<file path="src/rtl/armdma_pkg.sv">
// Shared definitions for the ARM-controlled Unibus block-DMA master:
// engine states, ARM register map, ID word and Unibus cycle codes.
package armdma_pkg;

  typedef enum logic [2:0] {
    ST_IDLE = 3'd0,
    ST_ARB  = 3'd1,
    ST_ADDR = 3'd2,
    ST_DSKW = 3'd3,
    ST_WAIT = 3'd4,
    ST_HOLD = 3'd5,
    ST_ENDW = 3'd6,
    ST_DONE = 3'd7
  } armdma_state_t;

  localparam logic [2:0] REG_ID    = 3'd0;
  localparam logic [2:0] REG_CSR   = 3'd1;
  localparam logic [2:0] REG_COUNT = 3'd2;
  localparam logic [2:0] REG_FIFO  = 3'd3;
  localparam logic [2:0] REG_LEVEL = 3'd4;

  localparam logic [31:0] ARMDMA_ID   = 32'h444D3001;
  localparam logic [31:0] ARMDMA_NONE = 32'hDEADBEEF;

  // Unibus C-line codes, driven directly onto c_out_h
  localparam logic [1:0] CTRL_DATI  = 2'b00;
  localparam logic [1:0] CTRL_DATO  = 2'b10;
  localparam logic [1:0] CTRL_DATOB = 2'b11;

  // Byte transfers step by one, word transfers by two; wraps at 2^18
  function automatic logic [17:0] next_addr(input logic [17:0] a, input logic [1:0] c);
    return a + ((c == CTRL_DATOB) ? 18'd1 : 18'd2);
  endfunction

endpackage

</file>
<file path="src/rtl/armdma_fifo.sv">
// Synchronous word FIFO between the ARM register port and the DMA engine.
// Pop of an empty FIFO is ignored; push when full is dropped unless a pop
// happens in the same cycle.
module armdma_fifo
  import armdma_pkg::*;
#(
  parameter int DEPTH = 16
) (
  input  logic        CLOCK,
  input  logic        RESET,
  input  logic        push,
  input  logic [15:0] push_data,
  input  logic        pop,
  output logic [15:0] head,
  output logic [8:0]  level,
  output logic        empty,
  output logic        full
);

  localparam int AW = (DEPTH > 1) ? $clog2(DEPTH) : 1;

  logic [15:0]   mem [DEPTH];
  logic [AW-1:0] rd_ptr;
  logic [AW-1:0] wr_ptr;
  logic          do_push;
  logic          do_pop;

  assign empty   = (level == 9'd0);
  assign full    = (level == 9'(DEPTH));
  assign do_pop  = pop && !empty;
  assign do_push = push && (!full || do_pop);
  assign head    = mem[rd_ptr];

  // Pointer and level bookkeeping
  always_ff @(posedge CLOCK) begin
    if (RESET) begin
      rd_ptr <= '0;
      wr_ptr <= '0;
      level  <= '0;
    end else begin
      if (do_push) wr_ptr <= wr_ptr + 1'b1;
      if (do_pop)  rd_ptr <= rd_ptr + 1'b1;
      case ({do_push, do_pop})
        2'b10:   level <= level + 9'd1;
        2'b01:   level <= level - 9'd1;
        default: level <= level;
      endcase
    end
  end

  // Storage array
  always_ff @(posedge CLOCK) begin
    if (do_push) mem[wr_ptr] <= push_data;
  end

endmodule

</file>
<file path="src/rtl/armdma_block.sv">
// ARM-controlled Unibus block-DMA master: runs a block of DATI/DATO/DATOB
// cycles while holding BBSY, moving data through armdma_fifo.
// Optional build macro ARMDMA_IRQ_EN adds irq_out (CSR[23] mirrors it).
module armdma_block
  import armdma_pkg::*;
#(
  parameter int DEPTH  = 16,
  parameter int TOUT   = 1023,
  parameter int DESKEW = 15,
  parameter int GNTDLY = 4
) (
  input  logic        CLOCK,
  input  logic        RESET,
  input  logic        armwrite,
  input  logic        armread,
  input  logic [2:0]  armraddr,
  input  logic [2:0]  armwaddr,
  input  logic [31:0] armwdata,
  output logic [31:0] armrdata,
  input  logic [17:0] a_in_h,
  input  logic [1:0]  c_in_h,
  input  logic [15:0] d_in_h,
  input  logic        msyn_in_h,
  input  logic        ssyn_in_h,
  input  logic        init_in_h,
  input  logic        hltgr_in_l,
  input  logic        npg_in_l,
  output logic [17:0] a_out_h,
  output logic [1:0]  c_out_h,
  output logic [15:0] d_out_h,
  output logic        msyn_out_h,
  output logic        bbsy_out_h,
  output logic        npr_out_h,
  output logic        sack_out_h,
  output logic        npg_out_l
`ifdef ARMDMA_IRQ_EN
  ,
  output logic        irq_out
`endif
);

  localparam logic [15:0] TOUT_C   = 16'(TOUT);
  localparam logic [15:0] DSK_LAST = 16'(DESKEW - 1);
  localparam logic [7:0]  GNT_C    = 8'(GNTDLY);

  armdma_state_t state;
  logic          fail;
  logic          abort_req;
  logic [1:0]    ctrl;
  logic [17:0]   addr;
  logic [15:0]   count;
  logic [15:0]   cnt;
  logic [7:0]    gcnt;
  logic          busy;
  logic          grant;
  logic          irq;
  logic [31:0]   csr;

  logic          fifo_push;
  logic [15:0]   fifo_push_data;
  logic          fifo_pop;
  logic [15:0]   fifo_head;
  logic [8:0]    fifo_level;
  logic          fifo_empty;
  logic          fifo_full;
  logic          eng_push;
  logic          eng_pop;
  logic          arm_push;
  logic          arm_pop;
  logic          unused_inputs;

  assign unused_inputs = ^{a_in_h, c_in_h, msyn_in_h, armwdata};

  assign busy  = (state != ST_IDLE);
  assign grant = npr_out_h && !npg_in_l;
  assign npg_out_l = npr_out_h ? 1'b1 : npg_in_l;

  // The engine moves one word at the end of the data-hold phase
  assign eng_push = (state == ST_HOLD) && (cnt == DSK_LAST) && !ctrl[1];
  assign eng_pop  = (state == ST_HOLD) && (cnt == DSK_LAST) && ctrl[1];
  assign arm_push = armwrite && (armwaddr == REG_FIFO);
  assign arm_pop  = armread && (armraddr == REG_FIFO) && !fifo_empty;

  // Engine push wins the single write port; pops from either side merge
  assign fifo_push      = eng_push || arm_push;
  assign fifo_push_data = eng_push ? d_in_h : armwdata[15:0];
  assign fifo_pop       = eng_pop || arm_pop;

`ifdef ARMDMA_IRQ_EN
  assign irq_out = irq;
`else
  assign irq = 1'b0;
`endif

  armdma_fifo #(.DEPTH(DEPTH)) u_fifo (
    .CLOCK     (CLOCK),
    .RESET     (RESET),
    .push      (fifo_push),
    .push_data (fifo_push_data),
    .pop       (fifo_pop),
    .head      (fifo_head),
    .level     (fifo_level),
    .empty     (fifo_empty),
    .full      (fifo_full)
  );

  // ARM register read mux
  always_comb begin
    csr        = '0;
    csr[31:29] = state;
    csr[28]    = fail;
    csr[27:26] = ctrl;
    csr[25]    = busy;
    csr[23]    = irq;
    csr[17:0]  = addr;
    armrdata   = ARMDMA_NONE;
    case (armraddr)
      REG_ID:    armrdata = ARMDMA_ID;
      REG_CSR:   armrdata = csr;
      REG_COUNT: armrdata = {16'd0, count};
      REG_FIFO:  armrdata = fifo_empty ? 32'd0 : {16'd0, fifo_head};
      REG_LEVEL: armrdata = {23'd0, fifo_level};
      default:   armrdata = ARMDMA_NONE;
    endcase
  end

  // Register writes and the bus-cycle sequencer
  always_ff @(posedge CLOCK) begin
    if (RESET) begin
      state      <= ST_IDLE;
      fail       <= 1'b0;
      abort_req  <= 1'b0;
      ctrl       <= '0;
      addr       <= '0;
      count      <= '0;
      cnt        <= '0;
      gcnt       <= '0;
      a_out_h    <= '0;
      c_out_h    <= '0;
      d_out_h    <= '0;
      msyn_out_h <= 1'b0;
      bbsy_out_h <= 1'b0;
      npr_out_h  <= 1'b0;
      sack_out_h <= 1'b0;
`ifdef ARMDMA_IRQ_EN
      irq        <= 1'b0;
`endif
    end else if (init_in_h) begin
      if (busy) fail <= 1'b1;
      state      <= ST_IDLE;
      abort_req  <= 1'b0;
      cnt        <= '0;
      gcnt       <= '0;
      a_out_h    <= '0;
      c_out_h    <= '0;
      d_out_h    <= '0;
      msyn_out_h <= 1'b0;
      bbsy_out_h <= 1'b0;
      npr_out_h  <= 1'b0;
      sack_out_h <= 1'b0;
    end else begin
      if (armwrite && armwaddr == REG_CSR) begin
`ifdef ARMDMA_IRQ_EN
        irq <= 1'b0;
`endif
        if (!busy) begin
          if (armwdata[29] && count != 16'd0) begin
            addr      <= armwdata[17:0];
            ctrl      <= armwdata[27:26];
            fail      <= 1'b0;
            abort_req <= 1'b0;
            cnt       <= '0;
            gcnt      <= '0;
            state     <= ST_ARB;
          end
        end else if (armwdata[24]) begin
          abort_req <= 1'b1;
        end
      end
      if (armwrite && armwaddr == REG_COUNT && !busy) count <= armwdata[15:0];

      case (state)
        ST_ARB: begin
          if (!hltgr_in_l || (grant && gcnt == GNT_C)) begin
            bbsy_out_h <= 1'b1;
            sack_out_h <= 1'b1;
            npr_out_h  <= 1'b0;
            gcnt       <= '0;
            cnt        <= '0;
            state      <= ST_ADDR;
          end else begin
            if (npg_in_l) npr_out_h <= 1'b1;
            gcnt <= grant ? gcnt + 8'd1 : 8'd0;
          end
        end
        ST_ADDR: begin
          a_out_h <= addr;
          c_out_h <= ctrl;
          d_out_h <= (ctrl[1] && !fifo_empty) ? fifo_head : 16'd0;
          if (ctrl[1]) begin
            if (fifo_empty) begin
              if (cnt == TOUT_C) begin
                fail  <= 1'b1;
                cnt   <= '0;
                state <= ST_DONE;
              end else begin
                cnt <= cnt + 16'd1;
              end
            end else begin
              cnt   <= '0;
              state <= ST_DSKW;
            end
          end else if (!fifo_full) begin
            cnt   <= '0;
            state <= ST_DSKW;
          end
        end
        ST_DSKW: begin
          if (cnt == DSK_LAST) begin
            msyn_out_h <= 1'b1;
            cnt        <= '0;
            state      <= ST_WAIT;
          end else begin
            cnt <= cnt + 16'd1;
          end
        end
        ST_WAIT: begin
          if (ssyn_in_h) begin
            cnt   <= '0;
            state <= ST_HOLD;
          end else if (cnt == TOUT_C) begin
            fail       <= 1'b1;
            msyn_out_h <= 1'b0;
            cnt        <= '0;
            state      <= ST_DONE;
          end else begin
            cnt <= cnt + 16'd1;
          end
        end
        ST_HOLD: begin
          if (cnt == DSK_LAST) begin
            msyn_out_h <= 1'b0;
            addr       <= next_addr(addr, ctrl);
            count      <= count - 16'd1;
            cnt        <= '0;
            state      <= ST_ENDW;
          end else begin
            cnt <= cnt + 16'd1;
          end
        end
        ST_ENDW: begin
          if (cnt == DSK_LAST) begin
            cnt   <= '0;
            state <= (count != 16'd0 && !abort_req) ? ST_ADDR : ST_DONE;
          end else begin
            cnt <= cnt + 16'd1;
          end
        end
        ST_DONE: begin
          a_out_h    <= '0;
          c_out_h    <= '0;
          d_out_h    <= '0;
          msyn_out_h <= 1'b0;
          bbsy_out_h <= 1'b0;
          sack_out_h <= 1'b0;
          npr_out_h  <= 1'b0;
          abort_req  <= 1'b0;
`ifdef ARMDMA_IRQ_EN
          irq        <= 1'b1;
`endif
          state      <= ST_IDLE;
        end
        default: ;
      endcase
    end
  end

endmodule

</file>
<file path="config.mk">
export PLATFORM = sky130hd
export DESIGN_NAME = armdma_block
export DESIGN_NICKNAME = d
export VERILOG_FILES = /design/src/rtl/armdma_pkg.sv /design/src/rtl/armdma_fifo.sv /design/src/rtl/armdma_block.sv
export SDC_FILE = /design/constraint.sdc
export NUM_CORES = 1
export LEC_CHECK = 0
export ABC_AREA = 1
export CAP_MARGIN = 20
export CORE_MARGIN = 2
export CORE_UTILIZATION = 54
export CTS_BUF_LIST = sky130_fd_sc_hd__clkbuf_4 sky130_fd_sc_hd__clkbuf_8
export DETAILED_ROUTE_END_ITERATION = 8
export HOLD_SLACK_MARGIN = 0.03
export PLACE_DENSITY = 0.78
export SLEW_MARGIN = 20
export SYNTH_ARGS = -nofsm -noshare
export SYNTH_HDL_FRONTEND = slang
export SYNTH_SLANG_ARGS = --single-unit
</file>
<file path="constraint.sdc">
create_clock -name CLOCK -period 2.9 [get_ports CLOCK]
set_input_delay 0.87 -clock CLOCK [delete_from_list [all_inputs] [get_ports CLOCK]]
set_output_delay 0.87 -clock CLOCK [all_outputs]
set_load 0.01 [all_outputs]
</file>
==> run_results.csv <==
group,metric,value,unit
drt,avgViaCountPerCell,5.989,
yosys,ys_types,51,
clocking,cts_tree,"yes",
setup_path,rrSetupSlack,110,ps
finish,nNetsFinal,2296,
place,place.gp.congestion,1.003,
place,placement.io_buffers,122,
drt,ant_nets,0,
yosys,synth_edf_count,256,
die,core_area,0.03237,mm^2
yosys,netlist_area,0.01764,mm^2
finish,design_area,0.02303,mm^2
yosys,yosys_warnings,0,
drt,firstDrtPassIters,7,
yosys,synth_cells,1882,
setup_path,rr_endpoint,"u_fifo.mem[1][12]$_DFFE_PP_",
pwr,vdd_drop_max,0.5309,mV
drt,wl_per_cell,22.16,um
yosys,ys_ff_latch,381,
setup_path,crit_end,"armrdata[4]",
grt,antenna_found_initial,0,
drt,dr.first_iter.drc_count,1727,
setup_path,crit_path_end_kind,"output pin",
pwr,leakage,8.485,nW
die,die_area,0.03413,mm^2
timing,fin_crit,3450,ps
place,dpl.hpwl,38770,um
setup_path,reg2reg_depth,13,
grt,overflow,0,
clocking,cts.clk_slew.worst_paths,70,ps
timing,tightest_slew,799.6,ps
timing,report.final.slew_viol_count,0,
clocking,cts.path.max_buffers,3,
timing,max_slew_margin,0.4656,
timing,rsz0062_at_grt,"yes",
grt,grt_usage,0.3394,
clocking,cts_num_sinks,381,
clocking,h-tree-depth,2,
status,failed_checks,"negative setup slack",
die,die_y,184.7,um
yosys,synthArstFlopShare,0,
status,status,"complete, but fails checks",
drt,routed-via-count,16050,
grt,first_global_vias,15300,
finish,drive_above_1_share,0.2426,
hold_path,hp-start,"d_out_h[12]$_SDFFE_PP0P_",
drt,wirelength,59380,um
yosys,yosys_most_used_dff,"edfxtp_1",
pwr,p_per_area,503.9,mW/mm^2
die,die_w,184.7,um
yosys,ys_seq_area_frac,0.5776,
place,dp_slack,-883.0,ps
finish,antenna_cells,0,
setup_path,crit_fanout,13,
timing,finalSetupViolCount,19,
clocking,cts_buffers,60,
die,num_io_pins,156,
setup_path,start_kind,"flop",
place,place_area,0.02067,mm^2
grt,grt_max_degree,28,
finish,fillCellCount,2342,
timing,finalHoldViolCount,0,
setup_path,cp_data_required_time,2030,ps
clocking,holdBufCountCts,0,
die,num_rows,66,
timing,fin_skew,53.79,ps
timing,finalWorstSetupSlack,-549.9,ps
setup_path,r2r-start,"cnt[1]$_SDFF_PP0_",
run,maxCapViolCount,0,
clocking,root_buffer,"clkbuf_8",
grt,grt_pass1_wl,86630,um
timing,period_share,1.190,
finish,syn2layout_area_growth,30.53,%
drt,drc,0,
die,start_util,0.5450,
finish,final_cell_mix,"284 x nand2_1, 256 x edfxtp_1, 205 x nor2_1, 174 x buf_4, 150 x o21ai_0",
timing,fmax,289.9,MHz
setup_path,worstPathArrival,2580,ps
clocking,worstSkewPairLatency,690,ps
yosys,syn_avg_cell_area,9.373,um^2
setup_path,crit_type,"reg -> out",
finish,final_common_cell,"nand2_1",
hold_path,min_path_type,"reg -> reg",
==> Yosys cell counts (2+ instances only) <==
library cell / instances / area (um^2)
fa_1: 2 / 40.04
or2_2: 3 / 18.77
buf_1: 2 / 7.510
o31ai_1: 6 / 45.04
clkbuf_1: 70 / 262.8
o21a_1: 3 / 22.52
xor2_1: 19 / 166.4
o22ai_1: 31 / 193.9
nand2_1: 305 / 1145
nor3b_1: 2 / 15.01
a21oi_1: 135 / 675.7
buf_4: 9 / 67.56
mux2_2: 17 / 191.4
nand4_1: 18 / 112.6
nor2_1: 248 / 930.9
nand3b_1: 4 / 30.03
xnor2_1: 3 / 26.28
a21oi_2: 2 / 17.52
inv_2: 11 / 41.29
a22oi_1: 2 / 15.01
o221ai_1: 46 / 402.9
inv_1: 133 / 499.2
o2111ai_1: 6 / 52.55
ha_1: 19 / 237.7
a31oi_1: 7 / 43.79
dfxtp_1: 125 / 2502
nand3_1: 65 / 325.3
o211ai_1: 33 / 247.7
o21ai_1: 6 / 30.03
clkinv_1: 3 / 11.26
buf_2: 19 / 95.09
nor2_4: 2 / 22.52
o21ai_0: 225 / 1126
nor3_1: 17 / 85.08
nor2_2: 7 / 43.79
edfxtp_1: 256 / 7687
nand2_2: 7 / 43.79
==> power breakdown <==
| group | internal (W) | total, W | switching [W] | leakage, nW |
|---|---|---|---|---|
| Combinational | 0.000456 | 0.00110 | 0.000643 | 4.54 |
| Sequential | 0.00582 | 0.00586 | 0.0000372 | 3.31 |
| Clock | 0.00245 | 0.00464 | 0.00220 | 0.634 |
| Total | 0.00873 | 0.0116 | 0.00288 | 8.48 |
==> cell type report <==
| class | count | area [um^2] | share of cell area |
|---|---|---|---|
| Timing Repair inverter | 1 | 16.27 | 0.0007064 |
| Multi-Input combinational cell | 1254 | 7061 | 0.3066 |
| Sequential cell | 381 | 10200 | 0.4428 |
| Inverter | 147 | 569.3 | 0.02472 |
| Tap cell | 442 | 553.0 | 0.02402 |
| Clock inverter | 26 | 195.2 | 0.008477 |
| Timing Repair Buffer | 347 | 3426 | 0.1488 |
| Clock buffer | 82 | 1010 | 0.04385 |
==> how the worst min path moves through the flow <==
stage                                               end  cells after the start
after floorplan                                    flop                      2
after global placement    u_fifo.rd_ptr[3]$_SDFFE_PP0N_                      2
after detailed placement       d_out_h[12]$_SDFFE_PP0P_                      2
after CTS                      d_out_h[12]$_SDFFE_PP0P_                      2
after global routing           a_out_h[17]$_SDFFE_PP0P_                      2
final                          d_out_h[12]$_SDFFE_PP0P_                      2
==> worst max-delay path, cell delays in order (launching register included) <==
cell       delay, ps
dfxtp_4          420
buf_8            170
buf_12           140
o21ai_1          220
o22ai_2          120
o211ai_1         210
nand2_1          130
buf_12           160
nand2_4           50
o2111ai_2        100
buf_2            160
==> sequential cells by signal, summed over array words and instances (netlist names), 2 cells and up, named ones only <==
name and cells:
a_out_h 18, gcnt 8, cnt 16, u_fifo.wr_ptr 4
count 16, state 3, ctrl 2, d_out_h 16
addr 18, u_fifo.rd_ptr 4, u_fifo.level 9, u_fifo.mem 256
c_out_h 2
==> timing repair <==
item	4_1_cts	5_1_grt
setup endpoints to repair	32	30
resized for setup	277	114
pin swaps	68	65
gates cloned	12	2
setup buffers	24	14
==> layer usage <==
layer  up-vias  part of all wire  GRT usage  routed length (um)
li1       7233                 -          -                   -
met3       211             0.096    0.06896                5695
met4         0             0.057     0.1987                3393
met1      7589              0.37     0.4235               22050
met5         -                 0          0                   0
met2      1018              0.48     0.5498               28240
==> metrics by stage <==
stage / util / power [W] / hold WS [ps] / std cells / TNS, ps
after floorplan: - / 0.006413 / 436.2 / 1883 / 0
after global placement: 0.6377 / 0.006892 / 447.5 / 2524 / -117120
after detailed placement: 0.6385 / 0.006909 / 454.9 / 2525 / -126840
after CTS: 0.6995 / 0.01156 / 464.3 / 2669 / -7581
after global routing: 0.7113 / 0.01195 / 475.7 / 2680 / -9388
final: 0.7113 / 0.01160 / 463.5 / 2680 / -7580
==> cell families after synthesis <==
family	count (synthesis)	share of synthesized area
flip-flops	381	0.5776
AO/OA/AOI/OAI	506	0.1651
adder cells (fa/ha/maj)	21	0.01575
buffers and inverters	248	0.05646
AND/OR/NAND/NOR	686	0.1631
multiplexers	17	0.01085
XOR/XNOR	22	0.01092
other	1	0.0002126
Power figures use the tool's default switching activity.
